### config.mk
export PLATFORM = sky130hd
export DESIGN_NAME = noc_input_port
export DESIGN_NICKNAME = d
export VERILOG_FILES = /design/src/rtl/noc_input_port.sv
export SDC_FILE = /design/constraint.sdc
export NUM_CORES = 1
export LEC_CHECK = 0
export ABC_AREA = 1
export BUFFER_PORTS_ARGS = -buffer_cell sky130_fd_sc_hd__buf_4
export CORE_UTILIZATION = 45
export CTS_BUF_LIST = sky130_fd_sc_hd__clkbuf_8
export DETAILED_ROUTE_END_ITERATION = 6
export PLACE_DENSITY_LB_ADDON = 0.12
export SYNTH_ARGS = -nofsm -noshare
export SYNTH_HDL_FRONTEND = slang
export SYNTH_SLANG_ARGS = --single-unit
### constraint.sdc
create_clock -name clk -period 1.7 [get_ports clk]
set_input_delay 0.085 -clock clk [delete_from_list [all_inputs] [get_ports clk]]
set_output_delay 0.085 -clock clk [all_outputs]
set_load 0.02 [all_outputs]
### src/rtl/noc_input_port.sv
// Per-direction NoC router input unit: single-flit packet FIFO with XY route
// computation on the head flit, presented as a request code to the switch arbiter.
module noc_input_port #(
    parameter int unsigned FLIT_WIDTH = 16,
    parameter int unsigned ADDR_W     = 2,
    parameter int unsigned DEPTH      = 4,
    parameter int unsigned CUR_X      = 0,
    parameter int unsigned CUR_Y      = 0,
    parameter int unsigned N_REGISTER = 3
) (
    input  logic                  clk,
    input  logic                  rst,
    input  logic                  valid_in,
    input  logic [FLIT_WIDTH-1:0] data_in,
    output logic                  full,
    output logic                  empty,
    output logic [N_REGISTER-1:0] request,
    input  logic                  grant,
    output logic [FLIT_WIDTH-1:0] data_out
);

    localparam int unsigned PTR_W = (DEPTH > 1) ? $clog2(DEPTH) : 1;
    localparam int unsigned CNT_W = PTR_W + 1;

    localparam logic [CNT_W-1:0]      DEPTH_C  = CNT_W'(DEPTH);
    localparam logic [ADDR_W-1:0]     CUR_X_C  = ADDR_W'(CUR_X);
    localparam logic [ADDR_W-1:0]     CUR_Y_C  = ADDR_W'(CUR_Y);
    localparam logic [N_REGISTER-1:0] REQ_L    = N_REGISTER'(0);
    localparam logic [N_REGISTER-1:0] REQ_E    = N_REGISTER'(1);
    localparam logic [N_REGISTER-1:0] REQ_W    = N_REGISTER'(2);
    localparam logic [N_REGISTER-1:0] REQ_N    = N_REGISTER'(3);
    localparam logic [N_REGISTER-1:0] REQ_S    = N_REGISTER'(4);
    localparam logic [N_REGISTER-1:0] REQ_IDLE = N_REGISTER'(7);

    logic [FLIT_WIDTH-1:0] mem [DEPTH];
    logic [PTR_W-1:0]      wr_ptr;
    logic [PTR_W-1:0]      rd_ptr;
    logic [CNT_W-1:0]      count;
    logic                  push;
    logic                  pop;
    logic [FLIT_WIDTH-1:0] head;
    logic [ADDR_W-1:0]     dx;
    logic [ADDR_W-1:0]     dy;

    // full/empty come straight from the registered occupancy
    assign full  = (count == DEPTH_C);
    assign empty = (count == '0);
    assign push  = valid_in && !full;
    assign pop   = grant && !empty;

    always_ff @(posedge clk or posedge rst) begin
        if (rst) begin
            wr_ptr <= '0;
            rd_ptr <= '0;
            count  <= '0;
        end else begin
            if (push) wr_ptr <= wr_ptr + PTR_W'(1);
            if (pop)  rd_ptr <= rd_ptr + PTR_W'(1);
            if (push && !pop)
                count <= count + CNT_W'(1);
            else if (pop && !push)
                count <= count - CNT_W'(1);
        end
    end

    // Buffer storage is deliberately not reset
    always_ff @(posedge clk) begin
        if (push) mem[wr_ptr] <= data_in;
    end

    assign head     = mem[rd_ptr];
    assign dx       = head[FLIT_WIDTH-1 -: ADDR_W];
    assign dy       = head[FLIT_WIDTH-1-ADDR_W -: ADDR_W];
    assign data_out = empty ? '0 : head;

    // XY dimension-order routing: resolve X first, then Y
    always_comb begin
        request = REQ_IDLE;
        if (!empty) begin
            if (dx > CUR_X_C)
                request = REQ_E;
            else if (dx < CUR_X_C)
                request = REQ_W;
            else if (dy > CUR_Y_C)
                request = REQ_N;
            else if (dy < CUR_Y_C)
                request = REQ_S;
            else
                request = REQ_L;
        end
    end

endmodule

======== Yosys cells after proc, flatten, opt, wreduce, memory -nomap -nowiden ========
Memory sizes are Yosys's and may differ from the RTL's.
Cells that the tools add are included.
storage, ports and cells
  bits in registers ....................... 7
  bits in writable memories ............... 64
  input port bits ......................... 20
  output and inout port bits .............. 21
  word-level logic and storage cells ...... 33
  memories ................................ 1
cells by class
  $add $sub $neg .......................... 4
  $lt $le $gt $ge ......................... 4
  equal/unequal tests ..................... 1
  muxes and demuxes ....................... 10
  reduce and logical (&&, ||, !) cells .... 10
memories
  memory  words  bits a word  read ports  clocked after Yosys merged registers in  write ports  RTL line  source
  mem     4      16           1           0                                        1            35        logic [FLIT_WIDTH-1:0] mem [DEPTH];
operators by type and width
  cell                                                                             number
  3-bit two-way mux                                                                7
  16-bit two-way mux                                                               1
  2-bit by 1-bit adder with 2-bit output, second input constant                    2
  2-bit by 1-bit greater-than comparator with 1-bit output, second input constant  2
  1-bit logical AND                                                                4
  1-bit zero test                                                                  4
  2-bit by 1-bit < comparator with 1-bit output, second input constant             2
  3-bit by 1-bit adder with 3-bit output, second input constant                    1
  3-bit equality test, second input constant                                       1
  3-bit zero test                                                                  1
  3-bit by 1-bit subtractor with 3-bit output, second input constant               1
  1-bit two-way mux                                                                2
  2-bit nonzero test                                                               1

======== Depth between registers and ports, before layout ========
Gate-level depths: netlist of run 1.
  word-level depth ........................ 7
  mapped depth ............................ 10
  depth with buffers taken out ............ 10

======== Least setup slack after synthesis of run 1 ========
No wires, ideal clock.
  kind .................................... reg-to-reg
  from .................................... register count[0]
  to ...................................... register count[2]
  library setup time ...................... 131 ps
  data arrival time ....................... 1633 ps
  required time ........................... 1569 ps
  setup slack ............................. -64 ps
  cell stages (with the launch flop) ...... 11
  path buffers ............................ 0
  period minus slack after synthesis ...... 1764 ps
  path through ............................ dfrtp_1 -> inv_2 -> nand2_1 -> o21ai_4 -> inv_1 -> ha_1 -> inv_1 -> fa_1 -> a21oi_1 -> o21ai_0 -> xor2_1
on the way
  word-level cells in the longest chain between the ends .. 6
  elaborated cells between the ends (all ways) .. 15
  classes of those cells .................. add/sub: 2; eq/ne: 1; mux: 2; reduce/logical: 10
ends and longest elaborated chain
  element                       RTL line  source
  start, declared               38        logic [CNT_W-1:0] count;
  start signal, assigned        60        count <= count + CNT_W'(1);
  start signal, assigned        62        count <= count - CNT_W'(1);
  3-bit equality test *         46        assign full = (count == DEPTH_C);
  1-bit zero test *             48        assign push = valid_in && !full;
  1-bit logical AND *           48
  named net push                39        logic push;
  1-bit zero test               61        else if (pop && !push)
  1-bit logical AND             61
  2-bit nonzero test (no line)  --
The timed path passes the listed nets; every way through them passes the cells marked *. The select of a mux whose other input is x is not followed.
A chain may end at the register's enable or synchronous reset.

======== Final worst setup path of run 1 ========
  from .................................... register rd_ptr[0]
  to ...................................... output port data_out[11]
on the way
  word-level cells in the longest chain between the ends .. 2
ends and longest elaborated chain
  element                 RTL line  source
  start, declared         37        logic [PTR_W-1:0] rd_ptr;
  start signal, assigned  58        if (pop) rd_ptr <= rd_ptr + PTR_W'(1);
  memory read 4 x 16 bit  --
  16-bit two-way mux      74        assign data_out = empty ? '0 : head;
  end, declared           19        output logic [FLIT_WIDTH-1:0] data_out
No other way between the ends.

==> out/qor.yml, run 1 <==
global_route:
  first_global_vias: 2027
  track_usage: 0.1895
  grt_start_max_net_pins: 26
  grt_pass1_wl_um: 9894
  antenna_found_initial: 0
  overflow: 0
timing:
  final.period_utilization: 0.9915
  layout_min_cycle_time_ps: 1686
  setup_violations: 0
  final-max-slew-violation-count: 0
  tightest_slew_ps: 295.9
  slew_headroom: 0.8025
  fmax_mhz: 593.3
  rsz0062_at_grt: "true"
  finClkSkew_ps: 7.107
  setup_ws_ps: 14.41
  hold_viol: 0
worst_hold_path:
  holdPathEnd: "rd_ptr[0]$_DFFE_PP0P_"
  min_path_type: "in -> reg"
  holdCritStartpoint: "grant"
  hold_path_depth: 3
route:
  drtIter0Drc: 69
  wl_per_cell_um: 14.65
  vias: 2018
  remaining_drc_errors: 0
  ant_nets: 0
  viasPerCell: 4.851
  wl_um: 6094
  firstDrtPassIters: 4
pwr:
  combPwrFrac: 0.493
  p_leak_nw: 1.575
  seqPwrFrac: 0.340
  clock_power_share: 0.167
  power.switching_mw: 2.831
  p_int_mw: 4.486
  power_density_nw_per_um2: 1847
  sw_frac_of_total: 0.3870
  finalPower_mw: 7.317
  peakVddDrop_v: 0.0009729
setup_path:
  crit_buf_inv: 3
  worstSetupStartpointType: "register"
  crit_path_start: "rd_ptr[0]$_DFFE_PP0P_"
  r2r_cells: 9
  rr_endpoint: "count[2]$_DFFE_PP0P_"
  cp_cell_sequence: "buf_12, buf_12, nor2_1, nor2_1, o21ai_0, a21oi_1, buf_4"
  cpPeakStageDelay_ps: 500
  endpoint_kind: "output port"
  cp_top_family: "flip-flops"
  slowest_stage: "dfrtp_2"
  cp_max_fo: 10
  cp_data_arrival_time_ps: 1600
  cp.required_ps: 1620
  crit-reg2reg-launch: "count[1]$_DFFE_PP0P_"
  r2r_setup_slack_ps: 30
  worst-setup-path-type: "reg -> out"
placement:
  pre_cts_ws_ps: -65.60
  place.gp.congestion: 0.6901
  io_buffer_count: 40
  placedCellCount: 374
  hpwl_um: 3653
cts:
  cts_buffers: 9
  h-tree-depth: 3
  cts_tree: "yes"
  clk_latency_ps: 340
  cts_max_path_buffers: 2
  clk_pin_slew_worst_paths_ps: 60
  cts.sinks: 71
  cts-root-buf: "clkbuf_8"
finish:
  drive_above_1_share: 0.3245
  regArea_um2: 2098
  final_common_cell: "buf_4"
  utilization: 0.6238
  multi_input_area_um2: 778.2
  fin_nets: 361
  syn2layout_area_growth_pct: 33.47
  final_cell_mix: "buf_4 (65), edfxtp_1 (64), nor2_1 (58)"
  fillerInstances: 517
  stdcell_count: 416
  antenna_cells: 0
yosys:
  syn_inst: 249
  ys_top_cells_by_area: "edfxtp_1 (65%), nor2_1 (7.7%), dfrtp_1 (5.9%)"
  yosysWarnings: 0
  syn_area_um2: 2968
  ys_seq_elements: 71
  syn-num-nets: 275
  yosysUniqueCellTypes: 23
  ys_seq_area_frac: 0.7066
  synth_top_area_cell: "edfxtp_1"
  synth_area_per_cell_um2: 11.92
  synth_top_area_frac: 0.6476
die:
  dieArea_um2: 6924
  rows: 29
  dieWidth_um: 83.21
  die_h_um: 83.21
  start_util: 0.4674
  ios: 41
  core-area_um2: 6350
flow_run:
  drv_cap: 0
outcome:
  status: "finished, final reports clean"
-- cell type report --
| type | count | area share |
|---|---|---|
| Clock buffer | 9 | 0.03127 |
| Clock inverter | 6 | 0.01390 |
| Inverter | 16 | 0.02021 |
| Multi-Input combinational cell | 150 | 0.1965 |
| Sequential cell | 71 | 0.5297 |
| Tap cell | 77 | 0.02432 |
| Timing Repair Buffer | 86 | 0.1819 |
| Timing Repair inverter | 1 | 0.002211 |
-- per-layer routing --
metal,global-route usage,wire (um),up-vias
met5,0,0,-
met4,0.09091,96,0
met3,0.02783,187,10
met2,0.3286,3271,34
met1,0.2327,2539,957
li1,-,-,1017
-- power groups by stage --
stage | Sequential, mW | Clock, mW | Combinational, mW
floorplan | 2.46 | 0 | 2.05
global placement | 2.48 | 0 | 3.19
detailed placement | 2.49 | 0 | 3.21
CTS | 2.48 | 1.25 | 3.46
global route | 2.52 | 1.32 | 3.98
finish | 2.49 | 1.22 | 3.61
-- sequential cells by signal, summed over array words and instances, names as in the netlist --
signal and count:
wr_ptr 2, rd_ptr 2, count 3, mem 64
-- synthesized netlist by cell type --
master / number
xor2_1: 3
o21ai_0: 21
fa_1: 1
buf_2: 4
o21ai_1: 5
ha_1: 5
a21oi_1: 15
nand3_1: 8
inv_2: 4
clkinv_1: 1
inv_1: 10
edfxtp_1: 64
nand2_1: 27
o21ai_4: 1
buf_4: 4
nand2_2: 1
clkbuf_2: 2
nor2_1: 61
nand3_2: 1
xnor2_1: 1
buf_6: 2
inv_4: 1
dfrtp_1: 7
-- kinds of logic after synthesis --
logic type	share of synthesized area
xor gates and xnor gates	0.01181
buffers and inverters	0.04890
AOI/OAI and AO/OA	0.07462
DFF	0.7066
and+or+nand+nor	0.1303
adders and majority gates	0.02782
-- worst max path at each step --
stage,endpoint,slack [ps],cells past startpoint
floorplan,count[2]$_DFFE_PP0P_,-40,10
global placement,count[2]$_DFFE_PP0P_,-10,9
detailed placement,count[2]$_DFFE_PP0P_,-70,9
CTS,request[1],2,9
global route,request[1],-110,9
finish,data_out[11],10,7
-- worst reg2reg max path, cell delays in order, from the launching register on --
cell     delay, ps
dfrtp_1        400
inv_2           90
nand3_2         90
nand2_2        110
ha_4           150
inv_4           40
fa_2           360
a21oi_2        110
o21ai_1         80
xor2_1         140
-- timing repair --
action | 4_1_cts | 5_1_grt
hold endpoints to repair | 71 | 0
gates cloned | 0 | 1
buffers inserted | 4 | 5
setup endpoints to repair | 20 | 18
resized for setup | 17 | 15
hold buffers | 17 | 0
pin swaps | 1 | 7
-- per-stage QoR --
stage | instance area (um2) | TNS, ps | hold WS, ps
floorplan | 2978 | -795.1 | -111.6
global placement | 3442 | -9.925 | 46.95
detailed placement | 3442 | -65.60 | 51.01
CTS | 3881 | 0 | 18.53
global route | 3961 | -1320 | 45.80
finish | 3961 | 0 | 29.80
No activity file was read; power rests on OpenSTA's default activity.
==> run 2, diff against run 1 <==
Settings changed: CORE_UTILIZATION 45 to 53, MAX_ROUTING_LAYER set to met4.
==> run 2 against run 1 <==
The flow now finishes with violations (negative setup slack); worst setup slack got worse by 24 ps; combinational power is essentially flat; global-route usage increased by 3.5 points; critical path depth increased by 1; die area is 15% lower; flip-flop and latch count unchanged; largest cell class unchanged; largest power group unchanged; highest routed layer unchanged.
==> out/qor.yml, run 2 (synthesis results as in run 1) <==
outcome:
  status: "finished, violations left"  # was finished, final reports clean
  violations: "negative setup slack"
finish:
  top_register: "mem"  # unchanged
  fin_nets: 357  # was 361
  final_cell_area_um2: 3910  # was 3961 um2
  final_common_cell: "edfxtp_1"  # was buf_4
  largest_reg_flops: 64  # unchanged
  antenna_cells: 0  # unchanged
  syn2layout_area_growth_pct: 31.75  # was 33.47%
  stdcell_count: 402  # was 416
  final_cell_mix: "edfxtp_1 (64), buf_4 (58), nor2_1 (55)"  # was buf_4 (65), edfxtp_1 (64), nor2_1 (58)
  drive_above_1_share: 0.3223  # was 0.3245
  utilization: 0.7465  # was 0.6238
  largestRegisters: "mem (64), count (3)"  # unchanged
setup_path:
  cpPeakStageDelay_ps: 490  # was 500 ps
  cp_top_family: "flip-flops"  # unchanged
  slowest_stage: "dfrtp_2"  # unchanged
  cp_data_arrival_time_ps: 1620  # was 1600 ps
  cp_cell_sequence: "clkbuf_16, nand2_1, nand3_1, nand2_2, nand2_2, nor2_2, nand2_1, buf_6"  # was buf_12, buf_12, nor2_1, nor2_1, o21ai_0, a21oi_1, buf_4
  crit_buf_inv: 2  # was 3
  cp.required_ps: 1620  # about the same
  endpoint_kind: "output port"  # unchanged
  worstSetupStartpointType: "register"  # unchanged
  worst-setup-path-type: "reg -> out"  # unchanged
  cp_max_fo: 6  # was 10
global_route:
  overflow: 0  # unchanged
  grt_pass1_wl_um: 9232  # was 9894 um
  antenna_found_initial: 0  # unchanged
  grt_start_max_net_pins: 19  # was 26
  track_usage: 0.2241  # was 0.1895
  first_global_vias: 1872  # was 2027
cts:
  clk_pin_slew_worst_paths_ps: 70  # was 60 ps
  clk_latency_ps: 340  # about the same
  cts_tree: "yes"  # unchanged
  cts_buffers: 9  # unchanged
  cts-root-buf: "clkbuf_8"  # unchanged
  cts_max_path_buffers: 2  # unchanged
  cts.sinks: 71  # unchanged
  h-tree-depth: 3  # unchanged
die:
  rows: 26  # was 29
  core-area_um2: 5238  # was 6350 um2
  dieWidth_um: 76.83  # was 83.21 um
  start_util: 0.5667  # was 0.4674
  ios: 41  # unchanged
  dieArea_um2: 5903  # was 6924 um2
  die_h_um: 76.83  # was 83.21 um
timing:
  hold_viol: 0  # unchanged
  setup_violations: 2  # was 0
  finClkSkew_ps: 5.101  # was 7.107 ps
  tightest_slew_ps: 279.8  # was 295.9 ps
  final-max-slew-violation-count: 0  # unchanged
  fmax_mhz: 584.8  # was 593.3 MHz
  hold_ws_ps: 173.1  # was 29.80 ps
  slew_headroom: 0.8132  # was 0.8025
  fin_setup_tns_ps: -11.61  # was 0 ps
  final.period_utilization: 1.006  # was 0.9915
  rsz0062_at_grt: "true"  # unchanged
  setup_ws_ps: -9.929  # was 14.41 ps
  layout_min_cycle_time_ps: 1710  # was 1686 ps
route:
  wl_um: 5974  # was 6094 um
  drtIter0Drc: 96  # was 69
  wl_per_cell_um: 14.86  # was 14.65 um
  viasPerCell: 4.988  # was 4.851
  vias: 2005  # was 2018
  ant_nets: 0  # unchanged
  remaining_drc_errors: 0  # unchanged
  firstDrtPassIters: 4  # unchanged
pwr:
  power_density_nw_per_um2: 1832  # was 1847 nW/um2
  clock_power_share: 0.145  # was 0.167
  sw_frac_of_total: 0.3949  # was 0.3870
  peakVddDrop_v: 0.001155  # was 0.0009729 V
  combPwrFrac: 0.509  # was 0.493
  p_int_mw: 4.335  # was 4.486 mW
  p_leak_nw: 1.542  # was 1.575 nW
  seqPwrFrac: 0.346  # was 0.340
  finalPower_mw: 7.165  # was 7.317 mW
  power.switching_mw: 2.829  # was 2.831 mW
placement:
  place.gp.congestion: 0.7937  # was 0.6901
  pre_cts_ws_ps: -49.98  # was -65.60 ps
  hpwl_um: 3303  # was 3653 um
  placedCellCount: 365  # was 374
  io_buffer_count: 40  # unchanged
  place_area_um2: 3418  # was 3442 um2
flow_run:
  drv_cap: 0  # unchanged
worst_hold_path:
  min_path_type: "in -> reg"  # unchanged
==> run 2: cell count changes in the layout (fill, tap and decap cells not counted), moves of 2 or more <==
cell     previous run  this run
o21ai_1            13        16
o21ai_0            13        10
nor2_1             58        55
inv_1               9         7
buf_4              65        58
nor2_2              3         6
==> run 2: routing by layer <==
| layer | GRT usage | vias to the layer above | wire length (um) |
|---|---|---|---|
| li1 | - | 1007 | - |
| met1 | 0.2614 | 951 | 2525 |
| met2 | 0.3670 | 36 | 3140 |
| met3 | 0.05714 | 11 | 204 |
| met4 | 0.09808 | 0 | 103 |
| met5 | - | - | 0 |
==> run 2: worst min-delay path: stages <==
cell	delay, ps
buf_4	90
o21ai_4	50
inv_2	70
buf_4	110
o21ai_0	60
==> run 2: timing repair <==
item                                    in CTS  in global routing
setup buffers                                3                  2
pin swaps                                    5                 12
gates cloned                                 1                  1
hold endpoints to repair                    72                  0
hold buffers                                18                  0
gates resized for setup                     17                 24
endpoints found under the setup margin      19                 16
==> run 2: layout make-up <==
class	instances	area (um2)
inverter	16	70.07
fill	346	1328
sequential	71	2098
timing repair buffer	82	718.2
clock inverter	3	15.01
tap	70	87.58
timing repair inverter	1	11.26
clock buffer	9	123.9
multi-input combinational	150	785.8
==> run 2: worst paths after layout <==
| path | slack, ps | to | start | depth (start not counted) |
|---|---|---|---|---|
| worst max-delay path | -10 | request[0] | rd_ptr[0]$_DFFE_PP0P_ | 8 |
| max in group asynchronous | 1210 | rd_ptr[0]$_DFFE_PP0P_ | rst | 3 |
| min in group asynchronous | 250 | count[1]$_DFFE_PP0P_ | rst | 3 |
| worst min register to register | 580 | count[1]$_DFFE_PP0P_ | count[1]$_DFFE_PP0P_ | 2 |
| worst min-delay path | 170 | wr_ptr[1]$_DFFE_PP0P_ | valid_in | 5 |
| worst max register to register | 40 | count[1]$_DFFE_PP0P_ | count[1]$_DFFE_PP0P_ | 9 |
==> run 2: power groups by stage <==
stage / clock, mW / sequential, mW / combinational, mW
floorplan: 0 / 2.46 / 2.05
finish: 1.04 / 2.48 / 3.64
detailed placement: 0 / 2.48 / 3.15
CTS: 1.06 / 2.47 / 3.39
global route: 1.14 / 2.51 / 3.97
global placement: 0 / 2.47 / 3.11
